`src/rtl/ghostbus_periph.sv`:
```
// Ghostbus leaf peripheral: ID, scratch, gated event counter on demo_sig, 64-word RAM.
// Reads are captured at the launch edge and delivered RD edges later through a shift pipeline.
module ghostbus_periph #(
  parameter int AW = 24,
  parameter int DW = 32,
  parameter int GW = 8,
  parameter int RD = 8
) (
  input  logic        clk,
  input  logic        rst_n,
  input  logic        demo_sig,
  input  logic [23:0] GBPORT_addr,
  input  logic [31:0] GBPORT_dout,
  output logic [31:0] GBPORT_din,
  input  logic        GBPORT_we,
  input  logic        GBPORT_wstb,
  input  logic        GBPORT_rstb
);

  localparam logic [31:0] ID_VAL = 32'h600D_BA5E;

  logic [7:0]    w_addr;
  logic          w_wr;
  logic          w_ram_sel;
  logic          w_rise;
  logic          w_clr;
  logic [31:0]   w_rdata;
  logic          w_unused;

  logic [2:0]    r_sync;
  logic [GW-1:0] r_scratch;
  logic          r_en;
  logic [AW-1:0] r_count;
  logic [DW-1:0] r_ram [64];
  logic [31:0]   r_pipe [RD];
  logic [RD-1:0] r_vld;
  logic [31:0]   r_din;

  assign w_addr    = GBPORT_addr[7:0];
  assign w_wr      = GBPORT_we & GBPORT_wstb;
  assign w_ram_sel = (w_addr[7:6] == 2'b01);
  // r_sync[1] is the synchronized level; r_sync[2] is its one-cycle delay for edge detect
  assign w_rise    = r_sync[1] & ~r_sync[2];
  assign w_clr     = w_wr && (w_addr == 8'h02) && GBPORT_dout[1];
  assign w_unused  = ^{GBPORT_addr[23:8], GBPORT_dout};

  always_ff @(posedge clk or negedge rst_n) begin
    if (!rst_n) begin
      r_sync    <= '0;
      r_scratch <= '0;
      r_en      <= 1'b0;
      r_count   <= '0;
    end else begin
      r_sync <= {r_sync[1:0], demo_sig};
      if (w_wr && (w_addr == 8'h01)) r_scratch <= GBPORT_dout[GW-1:0];
      if (w_wr && (w_addr == 8'h02)) r_en <= GBPORT_dout[0];
      // clear beats a coincident counted edge
      if (w_clr) r_count <= '0;
      else if (r_en && w_rise) r_count <= r_count + AW'(1);
    end
  end

  always_ff @(posedge clk) begin
    if (w_wr && w_ram_sel) r_ram[w_addr[5:0]] <= GBPORT_dout[DW-1:0];
  end

  always_comb begin
    w_rdata = '0;
    if (w_ram_sel) begin
      w_rdata = 32'(r_ram[w_addr[5:0]]);
    end else begin
      case (w_addr)
        8'h00:   w_rdata = ID_VAL;
        8'h01:   w_rdata = 32'(r_scratch);
        8'h02:   w_rdata = {31'b0, r_en};
        8'h03:   w_rdata = 32'(r_count);
        8'h04:   w_rdata = {31'b0, r_sync[1]};
        default: w_rdata = '0;
      endcase
    end
  end

  always_ff @(posedge clk or negedge rst_n) begin
    if (!rst_n) begin
      for (int i = 0; i < RD; i++) r_pipe[i] <= '0;
      r_vld <= '0;
      r_din <= '0;
    end else begin
      r_pipe[0] <= w_rdata;
      r_vld[0]  <= GBPORT_rstb;
      for (int i = 1; i < RD; i++) begin
        r_pipe[i] <= r_pipe[i-1];
        r_vld[i]  <= r_vld[i-1];
      end
      if (r_vld[RD-1]) r_din <= r_pipe[RD-1];
    end
  end

  assign GBPORT_din = r_din;

endmodule

```
`config.mk`:
```
export PLATFORM = sky130hd
export DESIGN_NAME = ghostbus_periph
export DESIGN_NICKNAME = d
export VERILOG_FILES = /design/src/rtl/ghostbus_periph.sv
export SDC_FILE = /design/constraint.sdc
export NUM_CORES = 2
export LEC_CHECK = 0
export ABC_CLOCK_PERIOD_IN_PS = 5600
export CAP_MARGIN = 10
export CORE_ASPECT_RATIO = 0.9
export CORE_UTILIZATION = 55
export DETAILED_ROUTE_END_ITERATION = 10
export GPL_TIMING_DRIVEN = 0
export HOLD_SLACK_MARGIN = 0.02
export PLACE_DENSITY = 0.76
export SETUP_SLACK_MARGIN = 0.05
export SYNTH_ARGS = -nofsm -noshare
export SYNTH_HDL_FRONTEND = slang
export SYNTH_SLANG_ARGS = --single-unit
```
`constraint.sdc`:
```
create_clock -name clk -period 5.6 [get_ports clk]
set_clock_uncertainty 0.2 [all_clocks]
set_input_delay 0.84 -clock clk [delete_from_list [all_inputs] [get_ports clk]]
set_output_delay 0.84 -clock clk [all_outputs]
set_load 0.03 [all_outputs]
```
After elaboration in Yosys (flattened, before gate mapping)
Memory sizes are Yosys's and may differ from the RTL's.
Cells that the tools add are included.

storage, ports and cells
  ROM bits = 0
  bits in latches = 0
  RAM bits = 2048
  memories = 1
  bits in registers = 332

memory list
  name   depth  width  read ports  clocked after memory_dff  wr ports  RTL line  text
  r_ram  64     32     1           0                         1         34        logic [DW-1:0] r_ram [64];

operators by class
  reductions and logical operators = 7
  muxes and demuxes = 6
  divide/modulo/power cells = 0
  bitwise operators = 3
  equal/unequal tests = 5
  multipliers = 0
  shifts and indexed selects = 0
  magnitude comparators = 0
  $add $sub $neg = 1

operators by type and width
  operator                 count
  $pmux W31 S5             1
  $mux W24                 2
  $mux W32                 1
  $add A24 B1 Y24 const B  1
  $eq A8 B2 Y1 const B     2
  $eq A8 B1 Y1 const B     1
  $eq A8 B3 Y1 const B     1
  $logic_not A8 Y1         1
  $logic_and A1 B1 Y1      5
  $and A1 B1 Y1            2
  $eq A2 B1 Y1 const B     1
  $mux W1                  2
  $reduce_bool A2 Y1       1
  $not A1 Y1               1

Logic depth before layout (Yosys ltp)
  depth after elaboration = 5
  mapped depth = 11

Worst setup path after synthesis
No wires, ideal clock.

  path kind = input to register
  start = input port GBPORT_addr[3]
  end = memory r_ram[56][0] (enable)
  data required time = 4979 ps
  slack = 1286 ps
  stages = 7
  data arrival time = 3692 ps
  cell sequence = clkbuf_1 -> buf_2 -> buf_2 -> buf_1 -> clkbuf_1 -> nand3_1 -> nor2_1

RTL lines
  element      RTL line  text
  from (decl)  12        input logic [23:0] GBPORT_addr,
  to (decl)    34

No word-level cell before the write port.

Final worst setup path
  start = input port GBPORT_addr[4]
  end = memory r_ram[49][26] (enable)

No word-level cell before the write port.

==> flow_summary.yaml <==
detailed_routing:
  num_vias: 46809
  route.detailed.drc: 22
  drtIter0Drc: 8802
  wl_per_cell_um: 39.68
  drtAntennaViolNets: 0
  viasPerCell: 7.044
  firstDrtPassIters: 10
  drt-total-wl_um: 263700
synth:
  ys_seq_elements: 2380
  synth-edff-count: 2048
  async_flop_share_pct: 13.95
  syn-num-nets: 3997
  ys.flop_type: "edfxtp_1"
  post_synth_num_cell_types: 59
  synth.avg_cell_area_sq_um: 22.37
  ys.warnings.count: 0
  synth.cell_area_sq_um: 87990
  synth_cells: 3934
  ys_seq_area_share_pct: 79.34
sta:
  hold_slack_ns: 0.1248
  max_freq_ghz: 0.1767
  worstMarginPinSlew_ns: 1.493
  fin_crit_sh_pct: 101.0
  fin_setup_tns_ns: -2.190
  setup_ws_ns: -0.05823
  rsz0062_at_grt: "no"
  hold_viol: 0
  finalCriticalPeriod_ns: 5.658
  drv_slew: 0
  setup_violations: 72
  max_slew_margin_pct: 0.4632
critical_path:
  cp_num_cells: 8
  crit_top_cell: "buf_2"
  r2r_slack_ns: 2.49
  cp_slowest_cell: "nor2_4"
  cp_top_family: "buffers and inverters"
  start_kind: "primary input"
  regToRegEndpoint: "r_pipe[246]"
  max_stage_delay_ns: 1.05
  cp_num_buf_inv: 6
  cp.arrival_ns: 6.01
  path_cells: "clkdlybuf4s50_1, buf_2, buf_2, clkbuf_1, buf_1, nand3b_1, nor2_4, buf_12"
  endpoint: "r_ram[49][26]"
  reg2reg_depth: 5
  cp-startpoint: "GBPORT_addr[4]"
  cp_max_fo: 18
  path_class: "in2reg"
  end_kind: "flop"
  crit_required_ns: 5.95
  r2r-start: "r_ram[40][22]"
floorplan:
  rows: 138
  die_h_um: 381.4
  dieArea_sq_um: 161600
  core_region_area_sq_um: 158000
  start_util_pct: 55.69
  die_x_um: 423.6
  io-pin-count: 94
placed_design:
  gp_congestion: 0.9747
  pre_cts_slack_ns: -0.9387
  placed_area_sq_um: 93950
  dp_hpwl_um: 165000
  portBuffers: 72
clock_tree:
  clock_latency_ns: 0.89
  cts.sinks: 2380
  cts.htree.levels: 4
  clk_pin_slew_ns: 0.07
  tritoncts: "built"
  clock-root-buffer: "clkbuf_16"
  cts_buffer_depth: 3
  cts_inserted_buffers: 218
global_routing:
  grt_max_degree: 137
  antenna_found_initial: 13
  grt-ovfl-total: 0
  grt_pass1_vias: 45600
  grt_pass1_wl_um: 359500
  grt.total_usage_pct: 32.88
job:
  cap_violations: 1
outcome:
  violations: "DRC, capacitance limit, setup timing"
  status: "finished, violations left"
power_and_ir_drop:
  p_per_area_nw_per_um2: 364.1
  ir_drop_mv: 0.2928
  p_leak_nw: 33.75
layout:
  area_growth_pct: 15.47
  final_cell_area_sq_um: 101600
  drive_gt1_share_pct: 27.50
  fin_nets: 4409
min_path:
  worstHoldPathType: "in2reg"
## what timing repair did
item	4_1_cts	5_1_grt
resized for setup	1	0
setup buffers	8	0
setup endpoints to repair	245	0
endpoints found under the hold margin	100	0
hold buffers	1	0
## synth_stat cells, types with 14 or more instances
master | instances | area [sq um]
a21oi_1 | 48 | 240.2
a22o_1 | 18 | 157.7
a22oi_1 | 79 | 593.1
a31oi_1 | 25 | 156.4
and3_1 | 16 | 100.1
buf_1 | 23 | 86.33
buf_2 | 69 | 345.3
buf_4 | 35 | 262.8
buf_6 | 16 | 180.2
clkbuf_1 | 62 | 232.7
dfrtp_1 | 332 | 8308
edfxtp_1 | 2048 | 61500
mux2_2 | 53 | 596.8
mux2i_1 | 65 | 650.6
mux4_2 | 518 | 11670
nand2_1 | 70 | 262.8
nand3_1 | 79 | 395.4
nand4_1 | 28 | 175.2
nor2_1 | 122 | 457.9
nor3_1 | 15 | 75.07
o21ai_0 | 17 | 85.08
o22ai_1 | 21 | 131.4
xnor2_1 | 14 | 122.6
## sequential cells by signal, summed over array words and instances, names as in the netlist
signal / flops
r_vld: 8
r_en: 1
r_count: 24
r_sync: 3
r_ram: 2048
r_pipe: 256
r_scratch: 8
GBPORT_din: 32
## layout by cell type (no fill, tap or decap), types with 64 or more instances in the layout
master / netlist / layout
edfxtp_1: 2048 / 2048
mux4_2: 518 / 518
dfrtp_1: 332 / 332
clkbuf_16: 0 / 223
clkbuf_1: 62 / 104
buf_2: 69 / 101
buf_12: 0 / 84
a22oi_1: 79 / 79
nand3_1: 79 / 78
nand2_1: 70 / 70
mux2i_1: 65 / 65
nor2_4: 0 / 64
## cell type report
class | instances | area, sq um
flip-flops and latches | 2380 | 69810
fillers | 9853 | 56390
multi-input cells | 1339 | 17520
clock buffers | 276 | 5879
repair buffers | 193 | 3037
well taps | 2100 | 2628
clock inverters | 137 | 1574
plain buffers | 205 | 1110
inverters | 9 | 33.78
diodes | 6 | 15.01
## report_power, final
group          switching [mW]  internal, mW
Sequential              0.127          19.5
Clock                    6.72          8.73
Combinational            1.31         0.652
Total                    8.15          28.8
## through the flow
| step | cells | power [mW] | util [%] |
|---|---|---|---|
| floorplan | 3934 | 20.82 | - |
| global placement | 6106 | 21.74 | 57.81 |
| detailed placement | 6213 | 21.81 | 59.47 |
| CTS | 6634 | 36.95 | 64.25 |
| global route | 6640 | 37.72 | 64.30 |
| finish | 6645 | 37.00 | 64.31 |
## worst register-to-register path, stage by stage, from the launching register on
cell	delay, ns
edfxtp_1	0.39
mux4_2	0.48
mux2i_1	0.22
o22ai_1	0.15
a311oi_1	1.01
nand3_1	0.37
## layer usage
metal	vias to the layer above	track usage [%]	part of all wire [%]
li1	17196	-	-
met2	4506	46.40	43
met5	-	0.8929	0.13
met3	937	14.40	17
met1	24152	43.26	33
met4	18	17.45	6.5
## how the worst min path moves through the flow
stage,cells after the start,endpoint,start
finish,1,r_ram[1][11],GBPORT_dout[11]
global route,1,r_ram[1][11],GBPORT_dout[11]
CTS,1,r_ram[1][11],GBPORT_dout[11]
detailed placement,0,r_pipe[100],r_pipe[132]
global placement,0,r_pipe[161],r_pipe[193]
floorplan,0,r_pipe[0],r_pipe[32]
## kinds of logic (layout without fill, tap and decap cells)
logic type | Yosys count | in the layout | share of synthesized area [%]
xor+xnor | 21 | 21 | 0.2090
other cells | 0 | 6 | 0
fa+ha+maj | 1 | 1 | 0.01422
buf+inv | 215 | 820 | 1.303
flops | 2380 | 2380 | 79.34
simple gates | 415 | 415 | 2.349
compound gates | 266 | 266 | 2.112
mux | 636 | 636 | 14.68
(Power assumes the default switching activity.)
